**src/rtl/riscv_mc_pkg.sv**
```systemverilog
// riscv_mc_pkg
// Shared encodings for the multicycle RV32I controller and its datapath:
// FSM state type, opcodes, ALUOp classes, ALUControl codes and the
// ResultSrc / ALUSrcA / ALUSrcB / ImmSrc mux select encodings.
package riscv_mc_pkg;

  typedef enum logic [3:0] {
    S_FETCH    = 4'd0,
    S_DECODE   = 4'd1,
    S_MEMADR   = 4'd2,
    S_MEMREAD  = 4'd3,
    S_MEMWB    = 4'd4,
    S_MEMWRITE = 4'd5,
    S_EXECUTER = 4'd6,
    S_EXECUTEI = 4'd7,
    S_ALUWB    = 4'd8,
    S_JAL      = 4'd9,
    S_BRANCH   = 4'd10
  } state_t;

  // Opcodes
  localparam logic [6:0] OP_LW     = 7'b0000011;
  localparam logic [6:0] OP_SW     = 7'b0100011;
  localparam logic [6:0] OP_RTYPE  = 7'b0110011;
  localparam logic [6:0] OP_ITYPE  = 7'b0010011;
  localparam logic [6:0] OP_JAL    = 7'b1101111;
  localparam logic [6:0] OP_BRANCH = 7'b1100011;

  // ALUOp classes
  localparam logic [1:0] ALUOP_ADD   = 2'b00;
  localparam logic [1:0] ALUOP_SUB   = 2'b01;
  localparam logic [1:0] ALUOP_FUNCT = 2'b10;

  // ALUControl codes
  localparam logic [2:0] ALUC_ADD = 3'b000;
  localparam logic [2:0] ALUC_SUB = 3'b001;
  localparam logic [2:0] ALUC_AND = 3'b010;
  localparam logic [2:0] ALUC_OR  = 3'b011;
  localparam logic [2:0] ALUC_SLT = 3'b101;

  // ResultSrc
  localparam logic [1:0] RES_ALUOUT    = 2'b00;
  localparam logic [1:0] RES_DATA      = 2'b01;
  localparam logic [1:0] RES_ALURESULT = 2'b10;

  // ALUSrcA
  localparam logic [1:0] SRCA_PC    = 2'b00;
  localparam logic [1:0] SRCA_OLDPC = 2'b01;
  localparam logic [1:0] SRCA_A     = 2'b10;

  // ALUSrcB
  localparam logic [1:0] SRCB_WDATA = 2'b00;
  localparam logic [1:0] SRCB_IMM   = 2'b01;
  localparam logic [1:0] SRCB_FOUR  = 2'b10;

  // ImmSrc
  localparam logic [1:0] IMM_I = 2'b00;
  localparam logic [1:0] IMM_S = 2'b01;
  localparam logic [1:0] IMM_B = 2'b10;
  localparam logic [1:0] IMM_J = 2'b11;

  // Immediate format implied by an opcode; unknown opcodes default to I.
  function automatic logic [1:0] imm_src_of(input logic [6:0] op);
    case (op)
      OP_SW:     imm_src_of = IMM_S;
      OP_BRANCH: imm_src_of = IMM_B;
      OP_JAL:    imm_src_of = IMM_J;
      default:   imm_src_of = IMM_I;
    endcase
  endfunction

endpackage

```
**src/rtl/riscv_mc_controller_alu_decoder.sv**
```systemverilog
// alu_decoder
// Maps the FSM's ALUOp class plus instruction fields onto an ALUControl code.
// Ports:
//   i_alu_op     ALUOp class (add / sub / funct)
//   i_funct3     Instr[14:12]
//   i_funct7b5   Instr[30]
//   i_op5        Instr[5]; distinguishes R-type (sub allowed) from I-type
//   o_alu_control ALU operation code
module alu_decoder
  import riscv_mc_pkg::*;
(
  input  logic [1:0] i_alu_op,
  input  logic [2:0] i_funct3,
  input  logic       i_funct7b5,
  input  logic       i_op5,
  output logic [2:0] o_alu_control
);

  always_comb begin
    o_alu_control = ALUC_ADD;
    case (i_alu_op)
      ALUOP_SUB: o_alu_control = ALUC_SUB;
      ALUOP_FUNCT: begin
        case (i_funct3)
          // addi has no sub form, so Instr[30] only matters for R-type
          3'b000:  o_alu_control = (i_op5 & i_funct7b5) ? ALUC_SUB : ALUC_ADD;
          3'b010:  o_alu_control = ALUC_SLT;
          3'b110:  o_alu_control = ALUC_OR;
          3'b111:  o_alu_control = ALUC_AND;
          default: o_alu_control = ALUC_ADD;
        endcase
      end
      default: o_alu_control = ALUC_ADD;
    endcase
  end

endmodule

```
**src/rtl/riscv_mc_controller.sv**
```systemverilog
// riscv_mc_controller
// Control FSM for the multicycle RV32I core. Moore state outputs, a
// combinational ALU decoder and a branch-qualified PCWrite.
// Ports:
//   clk, rst (asynchronous, active-low)
//   op, funct3, funct7b5, zero          instruction fields and ALU flag
//   ResultSrc, ALUControl, ALUSrcA, ALUSrcB, ImmSrc, AdrSrc   selects
//   RegWrite, IRWrite, PCWrite, MemWrite                     write enables
//   illegal                             unsupported opcode seen in DECODE
module riscv_mc_controller
  import riscv_mc_pkg::*;
(
  input  logic       clk,
  input  logic       rst,
  input  logic [6:0] op,
  input  logic [2:0] funct3,
  input  logic       funct7b5,
  input  logic       zero,
  output logic [1:0] ResultSrc,
  output logic [2:0] ALUControl,
  output logic [1:0] ALUSrcA,
  output logic [1:0] ALUSrcB,
  output logic [1:0] ImmSrc,
  output logic       RegWrite,
  output logic       AdrSrc,
  output logic       IRWrite,
  output logic       PCWrite,
  output logic       MemWrite,
  output logic       illegal
);

  state_t     r_state;
  state_t     w_next;
  logic [1:0] w_alu_op;
  logic       w_reg_write;
  logic       w_ir_write;
  logic       w_pc_write;
  logic       w_mem_write;
  logic       w_illegal;

  always_ff @(posedge clk or negedge rst) begin
    if (!rst) r_state <= S_FETCH;
    else      r_state <= w_next;
  end

  always_comb begin
    w_next = S_FETCH;
    case (r_state)
      S_FETCH: w_next = S_DECODE;
      S_DECODE: begin
        case (op)
          OP_LW, OP_SW: w_next = S_MEMADR;
          OP_RTYPE:     w_next = S_EXECUTER;
          OP_ITYPE:     w_next = S_EXECUTEI;
          OP_JAL:       w_next = S_JAL;
          OP_BRANCH:    w_next = S_BRANCH;
          default:      w_next = S_FETCH;
        endcase
      end
      S_MEMADR:   w_next = (op == OP_SW) ? S_MEMWRITE : S_MEMREAD;
      S_MEMREAD:  w_next = S_MEMWB;
      S_EXECUTER: w_next = S_ALUWB;
      S_EXECUTEI: w_next = S_ALUWB;
      S_JAL:      w_next = S_ALUWB;
      default:    w_next = S_FETCH;
    endcase
  end

  always_comb begin
    ResultSrc   = RES_ALUOUT;
    ALUSrcA     = SRCA_PC;
    ALUSrcB     = SRCB_WDATA;
    ImmSrc      = IMM_I;
    AdrSrc      = 1'b0;
    w_alu_op    = ALUOP_ADD;
    w_reg_write = 1'b0;
    w_ir_write  = 1'b0;
    w_pc_write  = 1'b0;
    w_mem_write = 1'b0;
    w_illegal   = 1'b0;
    case (r_state)
      S_FETCH: begin
        ALUSrcB    = SRCB_FOUR;
        ResultSrc  = RES_ALURESULT;
        w_ir_write = 1'b1;
        w_pc_write = 1'b1;
      end
      S_DECODE: begin
        ALUSrcA = SRCA_OLDPC;
        ALUSrcB = SRCB_IMM;
        ImmSrc  = imm_src_of(op);
        case (op)
          OP_LW, OP_SW, OP_RTYPE, OP_ITYPE, OP_JAL, OP_BRANCH: w_illegal = 1'b0;
          default:                                             w_illegal = 1'b1;
        endcase
      end
      // The immediate is consumed again here, so its format stays selected.
      S_MEMADR: begin
        ALUSrcA = SRCA_A;
        ALUSrcB = SRCB_IMM;
        ImmSrc  = imm_src_of(op);
      end
      S_MEMREAD:  AdrSrc = 1'b1;
      S_MEMWB: begin
        ResultSrc   = RES_DATA;
        w_reg_write = 1'b1;
      end
      S_MEMWRITE: begin
        AdrSrc      = 1'b1;
        w_mem_write = 1'b1;
      end
      S_EXECUTER: begin
        ALUSrcA  = SRCA_A;
        w_alu_op = ALUOP_FUNCT;
      end
      S_EXECUTEI: begin
        ALUSrcA  = SRCA_A;
        ALUSrcB  = SRCB_IMM;
        ImmSrc   = IMM_I;
        w_alu_op = ALUOP_FUNCT;
      end
      S_ALUWB:    w_reg_write = 1'b1;
      // ALU forms oldPC+4 for rd while the PC loads the target held in ALUOut.
      S_JAL: begin
        ALUSrcA    = SRCA_OLDPC;
        ALUSrcB    = SRCB_FOUR;
        w_pc_write = 1'b1;
      end
      // beq takes the branch on zero, bne on !zero.
      S_BRANCH: begin
        ALUSrcA    = SRCA_A;
        w_alu_op   = ALUOP_SUB;
        w_pc_write = zero ^ funct3[0];
      end
      default: ;
    endcase
  end

  alu_decoder u_alu_decoder (
    .i_alu_op      (w_alu_op),
    .i_funct3      (funct3),
    .i_funct7b5    (funct7b5),
    .i_op5         (op[5]),
    .o_alu_control (ALUControl)
  );

  // Reset masks every enable combinationally so nothing commits while held.
  assign RegWrite = w_reg_write & rst;
  assign IRWrite  = w_ir_write  & rst;
  assign PCWrite  = w_pc_write  & rst;
  assign MemWrite = w_mem_write & rst;
  assign illegal  = w_illegal   & rst;

endmodule

```
**config.mk**
```make
export PLATFORM = sky130hd
export DESIGN_NAME = riscv_mc_controller
export DESIGN_NICKNAME = d
export VERILOG_FILES = /design/src/rtl/riscv_mc_pkg.sv /design/src/rtl/riscv_mc_controller_alu_decoder.sv /design/src/rtl/riscv_mc_controller.sv
export SDC_FILE = /design/constraint.sdc
export NUM_CORES = 1
export LEC_CHECK = 0
export BUFFER_PORTS_ARGS = -buffer_cell sky130_fd_sc_hd__clkbuf_2
export CORE_MARGIN = 4
export CORE_UTILIZATION = 43
export DETAILED_ROUTE_END_ITERATION = 16
export PLACE_DENSITY = 0.77
export SLEW_MARGIN = 10
export SYNTH_ARGS = -nofsm -noshare
export SYNTH_HDL_FRONTEND = slang
export SYNTH_SLANG_ARGS = --single-unit
```
**constraint.sdc**
```tcl
create_clock -name clk -period 1.67 [get_ports clk]
set_input_delay 0.2505 -clock clk [delete_from_list [all_inputs] [get_ports clk]]
set_output_delay 0.2505 -clock clk [all_outputs]
set_load 0.005 [all_outputs]
```
* After elaboration in Yosys (flattened, before gate mapping) *
Index checks and enable logic that the tools add are counted.

storage, ports and cells
  flip-flop bits (word level) = 4
  input bits = 14
  output and inout bits = 17
  word-level logic and storage cells = 61

cells by class
  equality and inequality tests = 21
  mux-type cells = 19
  bitwise operators = 7
  reduce and logical (&&, ||, !) cells = 13

operator list
  cell                  number
  $pmux W4 S5           2
  $eq A4 B3 Y1 const B  4
  $pmux W2 S2           4
  $eq A7 B6 Y1 const B  2
  $eq A7 B7 Y1 const B  2
  $reduce_or A2 Y1      7
  $eq A4 B4 Y1 const B  3
  $pmux W3 S4           1
  $eq A4 B2 Y1 const B  2
  $eq A7 B2 Y1 const B  1
  $eq A7 B5 Y1 const B  1
  $mux W1               7
  $and A1 B1 Y1         6
  $eq A3 B3 Y1 const B  2
  $pmux W2 S3           1
  $pmux W3 S2           1
  $reduce_or A3 Y1      2
  $reduce_or A6 Y1      1
  $eq A4 B1 Y1 const B  1
  $logic_not A4 Y1      1
  $reduce_or A4 Y1      1
  $eq A3 B2 Y1 const B  1
  $logic_not A3 Y1      1
  $mux W3               1
  other kinds (5)       5

* Longest topological paths before layout *
Gate-level depths: netlist of the first run.

  depth after elaboration = 5
  mapped depth = 7
  gate-level depth less buffers = 7

* Hierarchy *
From an unflattened synthesis of the first run, not the netlist that was laid out.

unflattened totals
  cell total of the unflattened synthesis = 74
  area total of the unflattened synthesis = 568.0 µm²

modules (own cells, without submodules)
  module               times used  cells an instance  area an instance (µm²)  sequential area each (µm²)
  riscv_mc_controller  1           63                 471.7                   100.1
  alu_decoder          1           11                 96.3                    0.0

* Least setup slack after synthesis of the first run *
OpenSTA, ideal clock, no wires.

  kind = reg2out
  start = register r_state[2]
  end = output port ALUControl[1]
  arrival = 1.274 ns
  data required time = 1.419 ns
  slack = 0.145 ns
  stages on the path, launching flop included = 5
  buffers on the path = 1
  cells stage by stage = dfrtp_1 -> clkbuf_1 -> nor2_1 -> ha_1 -> nor3b_1

on the way
  word-level cells in the longest chain between the ends = 5
  elaborated cells between the ends (all ways) = 8
  those cells by class = eq/ne (5); mux (2); reduce/logical (1)

ends and longest elaborated chain
  element                                              RTL line                               RTL
  start, declared                                      riscv_mc_controller.sv:32              state_t r_state;
  start signal, assigned                               riscv_mc_controller.sv:43              else r_state <= w_next;
  $eq A4 B3 Y1                                         riscv_mc_controller.sv:81              case (r_state)
  $reduce_or A2 Y1 (no source line)                    --
  $pmux W2 S2 (*)                                      riscv_mc_controller.sv:81
  $eq A2 B2 Y1 / $eq A2 B1 Y1 (equally long branches)  riscv_mc_controller_alu_decoder.sv:21  case (i_alu_op)
  $pmux W3 S2 (*)                                      riscv_mc_controller_alu_decoder.sv:21
  end, declared                                        riscv_mc_controller.sv:20              output logic [2:0] ALUControl,

Mark *: on every way between the ends. The rest lies on a longest branch, timed or not.

* Final worst setup path of the first run *
  start = register r_state[0]
  end = output port ALUControl[0]

Same word-level chain as after synthesis.

==> flow_summary.ini, run 1 <==
[sta]
fin_ws_ps = -121
worst_pin_slew_ps = 269
rsz0062_at_grt = yes
fmax_mhz = 558
relSlewSlack_pct = 81.8
finalSetupViolCount = 10
fin_crit_ps = 1790
drv_slew = 0
finalCritPeriodShare_pct = 107
fin_skew_ps = 0.388
hold_viol = 0

[placed_design]
gp_congestion = 0.783
post-dp-hpwl_um = 1200
port_buffers = 30
placed_area_um2 = 738

[final_layout]
multi_input_area_um2 = 522
area_delta_synth_final_pct = 63.3
drive_gt1_share_pct = 58.6
n_antenna_cell = 0
register_area_um2 = 101
fin_nets = 134
final_util_pct = 79.2
fin_area_um2 = 940
largest-register = r_state
num-fill-cells = 83
largest_register_ffs = 4
reg.largest.list = r_state: 4 flops

[setup_path]
slowest_stage = dfrtp_1
timing_worst_setup_path_type = flop to output port
slowest_delay_ps = 420
critPathBufInv = 2
crit_chain = nor2b_4, nand2_4, nor2_4, inv_2, ha_4, a31oi_4, nor2_1, clkbuf_2
required_ps = 1420
critPathMaxFanout = 2
arrival_ps = 1540
cpLargestDelayFamily = flip-flops
end_kind = output port
worstSetupStartpointType = flop

[synthesis]
synth_compound_area_share_pct = 15.4
muxShareOfSynthArea_pct = 0
ys_seq_area_share_pct = 17.4
avgSynthCellArea_um2 = 7.78
synth_flop_cell = dfrtp_1
synth_top_area_share_pct = 17.4
synth-adder-area-share_pct = 4.35
synth_commonest_cells = nor2_1, a21oi_1, nand2_1, xnor2_1
async_flop_share_pct = 100
syn-cell-area_um2 = 576
synth.most_common_cell = nor2_1
synth_warnings = 0
synth.distinct_cells = 35
synth_seq_cells = 4
synthXorXnorAreaFrac_pct = 9.13
netlist_instances = 74
synth_fp_nets = 90
synthSimpleGateAreaFrac_pct = 44.3
synth_area_leaders = dfrtp_1, xnor2_1, nor2_1
synth_top_cell_by_area = dfrtp_1
synth_edf_count = 0
synth_top_family_by_area = simple AND/OR/NAND/NOR gates

[detailed_routing]
drt_wl_total_um = 2170
drtIter0Drc = 20
drtPass1Iterations = 5
dr_total_vias = 749
drc = 0
viasPerCell = 5.76
ant_nets = 0
wl_per_cell_um = 16.7

[grt]
grt_overflow = 0
grt_pass1_vias = 706
grt_use_total_pct = 21.3
grt_max_degree = 15
antenna_found_initial = 0
grt_pass1_wl_um = 3020

[power]
seqPwrFrac_pct = 18.3
p_leak_nw = 0.459
intPower_mw = 0.426
powerDensity_mw_per_mm2 = 814
peakVddDrop_uv = 413
power_frac_comb_pct = 63.6
p_clk_share_pct = 18.1
switching_power_mw = 0.339
sw_frac_of_total_pct = 44.3

[flow_run]
cap_violations = 0

[hold_path]
hp-class = input pin to flop

[run_status]
violations = negative setup slack
status = complete, but fails checks

[die]
coreArea_mm2 = 0.00119
start_util_pct = 48.5
dieArea_mm2 = 0.00199
dieWidth_um = 44.6
num_io_pins = 31
rows = 12
die_height_um = 44.6

[clock_network]
worst_skew_pair.late_latency_ps = 250
htreeDepth = 1
clk_pin_slew_ps = 40
clockBufferDepth = 2
clock-sinks = 4
root_buffer = clkbuf_4
cts_buffers = 3
cts_tree = built
worst paths after layout:
path / cells past startpoint / start / slack, ps / to
worst min-delay path: 3 / op[4] / 300 / r_state[2]$_DFF_PN0_
min in group asynchronous: 2 / rst / 450 / r_state[1]$_DFF_PN0_
max in group asynchronous: 2 / rst / 1030 / r_state[3]$_DFF_PN0_
worst max-delay path: 8 / r_state[0]$_DFF_PN0_ / -120 / ALUControl[0]
worst max register to register: 6 / r_state[3]$_DFF_PN0_ / 370 / r_state[3]$_DFF_PN0_
worst min register to register: 2 / r_state[2]$_DFF_PN0_ / 730 / r_state[1]$_DFF_PN0_
routing by layer:
metal | vias to the layer above | wire length [um] | GRT usage (%)
met1 | 347 | 805 | 20.7
li1 | 351 | - | -
met4 | 0 | 66 | 14.5
met5 | - | 0 | 0
met2 | 42 | 1160 | 39.5
met3 | 9 | 133 | 4.07
cell families after synthesis:
kind of cell	count (synthesis)
simple gates	41
buf+inv	7
xor+xnor	6
compound gates	14
flops	4
fa+ha+maj	2
power by group through the flow:
| stage | sequential, mW | clock (mW) | combinational, mW |
|---|---|---|---|
| global placement | 0.127 | 0 | 0.404 |
| detailed placement | 0.129 | 0 | 0.408 |
| global route | 0.142 | 0.146 | 0.534 |
| CTS | 0.130 | 0.120 | 0.421 |
| finish | 0.140 | 0.138 | 0.487 |
| floorplan | 0.129 | 0 | 0.272 |
per-stage QoR:
step           total power, mW  setup WS, ps  std cells  setup TNS [ps]  hold WS (ps)
3_5_place_dp             0.538          51.3        119               0          94.1
2_1_floorplan            0.402           145         74               0         -45.1
6_report                 0.765          -121        130            -717           302
5_1_grt                  0.822          -206        130           -1580           328
3_3_place_gp             0.531          75.6        119               0          90.5
4_1_cts                  0.671          -106        128            -460           295
layout make-up:
class | instances | share of cell area, %
multi-input cells | 63 | 55.5
repair buffers | 43 | 28.2
clock buffers | 3 | 2.40
inverters | 3 | 1.20
well taps | 14 | 1.86
flip-flops and latches | 4 | 10.8
cells in the final DEF, fill, tap and decap left out, types with 3 or more instances in the layout:
cell type   n
dfrtp_1     3
nor3b_1     3
nand3_1     3
a21oi_1     5
clkbuf_4    3
nor2_1      6
xnor2_1     5
buf_4       8
buf_6       4
clkbuf_2   28
timing repair:
item                                   4_1_cts  5_1_grt
resized for setup                           11       18
buffers inserted                             5        2
pin swaps                                    5        5
cloned                                       0        0
endpoints found under the hold margin        4        0
setup endpoints to repair                    8       13
hold buffers                                 1        0
worst min-delay path, cell delays in order:
cell	delay (ps)
clkbuf_2	100
nand3_1	80
a21oi_1	70
Power figures use the tool's default switching activity.
==> inputs of run 2 (changes only) <==
--- a/config.mk
+++ b/config.mk
@@ -10,7 +10,7 @@
 export CORE_UTILIZATION = 43
 export DETAILED_ROUTE_END_ITERATION = 16
 export PLACE_DENSITY = 0.77
-export SLEW_MARGIN = 10
 export SYNTH_ARGS = -nofsm -noshare
 export SYNTH_HDL_FRONTEND = slang
 export SYNTH_SLANG_ARGS = --single-unit
+export TNS_END_PERCENT = 30
==> run 2 against run 1 <==
The run still ends with negative setup slack left; routed wire length shrank 9.7%; hold slack lost 3.2 ps; sequential share of layout area is the same; register-to-register slack gained 100 ps; setup slack gained 5.1 ps; clock skew grew 3.5 ps; sequential cell count is the same; design area is the same; first-iteration DRC count shrank 15%; global-route usage shrank 1.1 points; critical endpoint unchanged.
==> flow_summary.ini, run 2 (synthesis results as in run 1) <==
[clock_network]
htreeDepth = 1
root_buffer = clkbuf_4
cts_buffers = 3
cts_tree = built
clock-sinks = 4
worst_skew_pair.late_latency_ps = 240
clk_pin_slew_ps = 30
clockBufferDepth = 2

[hold_path]
hp-class = input pin to flop

[power]
p_leak_nw = 0.455
powerDensity_mw_per_mm2 = 786
finalPower_mw = 0.739
peakVddDrop_uv = 439

[die]
rows = 12
dieWidth_um = 44.6
num_io_pins = 31
die_height_um = 44.6
coreArea_mm2 = 0.00119
dieArea_mm2 = 0.00199
start_util_pct = 48.5

[sta]
fin_ws_ps = -116
fin_crit_ps = 1790
holdWs_ps = 299
fin_skew_ps = 3.90
finalCritPeriodShare_pct = 107
worst_pin_slew_ps = 263
rsz0062_at_grt = yes
hold_viol = 0
drv_slew = 0
relSlewSlack_pct = 82.2
finalSetupViolCount = 9
fmax_mhz = 560

[setup_path]
worstSetupStartpointType = flop
end_kind = output port
slowest_delay_ps = 420
slowest_stage = dfrtp_1
crit_chain = nor2b_4, nand2_4, nor2_4, inv_2, ha_4, a31oi_4, nor2_1, clkbuf_2
required_ps = 1420
timing_worst_setup_path_type = flop to output port
critPathBufInv = 2
arrival_ps = 1540
critPathMaxFanout = 2
cpLargestDelayFamily = flip-flops

[grt]
grt_overflow = 0
grt_use_total_pct = 20.2
grt_max_degree = 15
grt_pass1_vias = 696
antenna_found_initial = 0
grt_pass1_wl_um = 2920

[flow_run]
cap_violations = 0

[run_status]
status = complete, but fails checks
violations = negative setup slack

[final_layout]
largest-register = r_state
layout_commonest_cell = clkbuf_2
area_delta_synth_final_pct = 63.3
largest_register_ffs = 4
reg.largest.list = r_state: 4 flops
final_cell_mix = clkbuf_2, buf_4, nor2_1
final_util_pct = 79.2
num-fill-cells = 85
fin_nets = 133
drive_gt1_share_pct = 59.1
n_antenna_cell = 0

[placed_design]
post-dp-hpwl_um = 1200
port_buffers = 30
gp_congestion = 0.783

[detailed_routing]
top_layer = met4
wl_met3_um = 126
dr_total_vias = 723
met1_length_um = 768
drc = 0
wl_per_cell_um = 15.2
viasPerCell = 5.60
ant_nets = 0
drt_wl_total_um = 1960
wl_met2_um = 1000
drtIter0Drc = 17
drtPass1Iterations = 5
run 2: cell types whose count changed in the layout (fill, tap and decap cells not counted):
cell    delta
buf_4      -1
xor2_1     -1
xor2_2     +1
run 2: repair_timing:
| action | 4_1_cts | 5_1_grt |
|---|---|---|
| pin swaps | 5 | 7 |
| gates cloned | 0 | 0 |
| setup endpoints to repair | 8 | 13 |
| endpoints found under the hold margin | 4 | 0 |
| hold buffers | 1 | 0 |
| buffers inserted | 4 | 2 |
| resized for setup | 11 | 19 |
run 2: worst paths after layout:
kind	start	to	slack, ps	cells past startpoint
worst max-delay path	r_state[0]$_DFF_PN0_	ALUControl[0]	-120	8
worst min-delay path	op[4]	r_state[2]$_DFF_PN0_	300	3
worst max register to register	r_state[2]$_DFF_PN0_	r_state[3]$_DFF_PN0_	470	4
worst min register to register	r_state[2]$_DFF_PN0_	r_state[0]$_DFF_PN0_	670	2
max in group asynchronous	rst	r_state[3]$_DFF_PN0_	1020	2
min in group asynchronous	rst	r_state[1]$_DFF_PN0_	460	2
run 2: final cells by class:
| class | count | area (um^2) | share of cell area (%) |
|---|---|---|---|
| Tap cell | 14 | 17.5 | 1.86 |
| Clock buffer | 3 | 22.5 | 2.40 |
| Sequential cell | 4 | 101 | 10.8 |
| Inverter | 3 | 11.3 | 1.20 |
| Timing Repair Buffer | 42 | 258 | 27.4 |
| Multi-Input combinational cell | 63 | 529 | 56.3 |
run 2: routing by layer:
| layer | GRT usage (%) | vias up |
|---|---|---|
| met4 | 10.8 | 0 |
| met1 | 19.6 | 337 |
| li1 | - | 348 |
| met5 | 0 | - |
| met2 | 38.7 | 30 |
| met3 | 4.07 | 8 |
run 2: worst min-delay path: stages:
cell and delay [ps]:
clkbuf_2 100, nand3_1 80, a21oi_1 60
run 2: through the flow:
stage	instance area, um^2	worst slack [ps]	instances	setup TNS, ps
CTS	838	-106	127	-461
global route	940	-187	129	-1360
detailed placement	738	51.3	119	0
global placement	738	75.6	119	0
finish	940	-116	129	-574
floorplan	576	145	74	0
run 2: power breakdown:
part	internal, mW	switching [mW]
logic	0.233	0.245
clock network	0.0804	0.0402
registers	0.116	0.0240
total	0.429	0.309
==> inputs of run 3 (changes only) <==
--- a/config.mk
+++ b/config.mk
@@ -6,10 +6,12 @@
 export NUM_CORES = 1
 export LEC_CHECK = 0
 export BUFFER_PORTS_ARGS = -buffer_cell sky130_fd_sc_hd__clkbuf_2
+export CELL_PAD_IN_SITES_DETAIL_PLACEMENT = 1
+export CELL_PAD_IN_SITES_GLOBAL_PLACEMENT = 2
 export CORE_MARGIN = 4
-export CORE_UTILIZATION = 43
+export CORE_UTILIZATION = 22
 export DETAILED_ROUTE_END_ITERATION = 16
-export PLACE_DENSITY = 0.77
+export PLACE_DENSITY_LB_ADDON = 0.1
 export SYNTH_ARGS = -nofsm -noshare
 export SYNTH_HDL_FRONTEND = slang
 export SYNTH_SLANG_ARGS = --single-unit
==> run 3 against run 2 <==
The run still ends with negative setup slack left; routed wire length is 0.66% lower; core utilization shrank 40 points; first-iteration DRC count decreased by 47%; cell count increased by 14%; total power is 3.1% higher; global-route usage shrank 8.0 points; register-to-register slack got worse by 190 ps; count of clock-buffer cells in the layout stayed put; hold slack better by 4.7 ps; sequential share of layout area decreased by 0.35 points; critical path type unchanged; largest power group unchanged.
==> flow_summary.ini, run 3 (synthesis results as in run 1) <==
[sta]
finalSetupViolCount = 5
hold_viol = 0
drv_slew = 0
relSlewSlack_pct = 83.5
fin_crit_ps = 1760
fmax_mhz = 569
fin_skew_ps = 3.19
fin_ws_ps = -87.9
worst_pin_slew_ps = 244
rsz0062_at_grt = yes
finalCritPeriodShare_pct = 105

[clock_network]
worst_skew_pair.late_latency_ps = 230
root_buffer = clkbuf_4
clockBufferDepth = 2
clock-sinks = 4
cts_tree = built
clk_pin_slew_ps = 40
htreeDepth = 1
cts_buffers = 3

[grt]
grt_max_degree = 15
grt_pass1_vias = 708
grt_pass1_wl_um = 3290
antenna_found_initial = 0
grt_overflow = 0
grt_use_total_pct = 12.2

[placed_design]
gp_congestion = 0.712
port_buffers = 30
placed_area_um2 = 781
placed_cells = 138
post-dp-hpwl_um = 1540
dp_slack_ps = 23.6

[final_layout]
reg.largest.list = r_state: 4 flops
fin_nets = 135
fin_area_um2 = 971
largest-register = r_state
final_cell_mix = clkbuf_2, buf_4, nor2_1, buf_2
n_antenna_cell = 0
layout_commonest_cell = clkbuf_2
drive_gt1_share_pct = 59.8
largest_register_ffs = 4
finalNonFillerCells = 147
area_delta_synth_final_pct = 68.7
final_util_pct = 39.2

[flow_run]
cap_violations = 0

[setup_path]
slowest_delay_ps = 400
worstSetupStartpointType = flop
crit_chain = nor2b_4, nand2_2, nor2_4, inv_2, ha_4, a31oi_1, nor2_1, clkbuf_2
slowest_stage = dfrtp_1
required_ps = 1420
critPathMaxFanout = 2
timing_worst_setup_path_type = flop to output port
arrival_ps = 1510
end_kind = output port

[die]
die_height_um = 59.2
num_io_pins = 31
dieArea_mm2 = 0.00350
dieWidth_um = 59.2
coreArea_mm2 = 0.00248
start_util_pct = 23.2
rows = 18

[power]
p_leak_nw = 0.457
powerDensity_mw_per_mm2 = 784
finalPower_mw = 0.761
peakVddDrop_uv = 298

[detailed_routing]
dr_total_vias = 687
drt_wl_total_um = 1940
drc = 0
viasPerCell = 4.67
ant_nets = 0
wl_per_cell_um = 13.2
drtIter0Drc = 9
drtPass1Iterations = 4

[run_status]
violations = negative setup slack
status = complete, but fails checks

[hold_path]
hp-class = input pin to flop
run 3: timing repair:
item / CTS / global route
pin swaps: 2 / 9
setup buffers: 3 / 2
hold endpoints to repair: 4 / 0
hold buffers: 1 / 0
gates resized for setup: 15 / 22
setup endpoints to repair: 8 / 11
run 3: power by group:
group / switching [mW] / internal [mW]
logic: 0.252 / 0.255
registers: 0.0204 / 0.115
clock network: 0.0381 / 0.0803
total: 0.311 / 0.451
run 3: per-stage QoR:
stage,hold WS [ps],setup TNS [ps]
6_report,304,-215
2_1_floorplan,-45.1,0
3_3_place_gp,104,0
5_1_grt,328,-840
3_5_place_dp,106,0
4_1_cts,294,-526
run 3: critical path, delay by kind of cell, from the launching register on:
| kind | cells | cell delay (ps) |
|---|---|---|
| buffers and inverters | 2 | 160 |
| AO/OA/AOI/OAI | 1 | 130 |
| adder cells (fa/ha/maj) | 1 | 170 |
| AND/OR/NAND/NOR | 4 | 410 |
| flip-flops | 1 | 400 |
run 3: cell type report:
type                       instances  area [um^2]
fill                             310         1510
tap                               30         37.5
timing repair buffer              44          269
multi-input combinational         63          529
sequential                         4          101
inverter                           3         11.3
clock buffer                       3         22.5
run 3: final timing paths:
kind,startpoint,endpoint,slack (ps),cells after the start
max,r_state[0]$_DFF_PN0_,ALUControl[0],-90,8
min,op[4],r_state[2]$_DFF_PN0_,300,3
max reg2reg,r_state[3]$_DFF_PN0_,r_state[0]$_DFF_PN0_,280,5
min reg2reg,r_state[3]$_DFF_PN0_,r_state[3]$_DFF_PN0_,640,2
max in group asynchronous,rst,r_state[3]$_DFF_PN0_,970,2
min in group asynchronous,rst,r_state[0]$_DFF_PN0_,500,2
run 3: per-layer routing:
metal | global-route usage [%] | up-vias | share of wire, %
met5 | 0 | - | 0
met4 | 3.88 | 0 | 0
met3 | 1.96 | 0 | 6.0
met2 | 19.6 | 22 | 48
met1 | 16.7 | 315 | 46
li1 | - | 350 | -
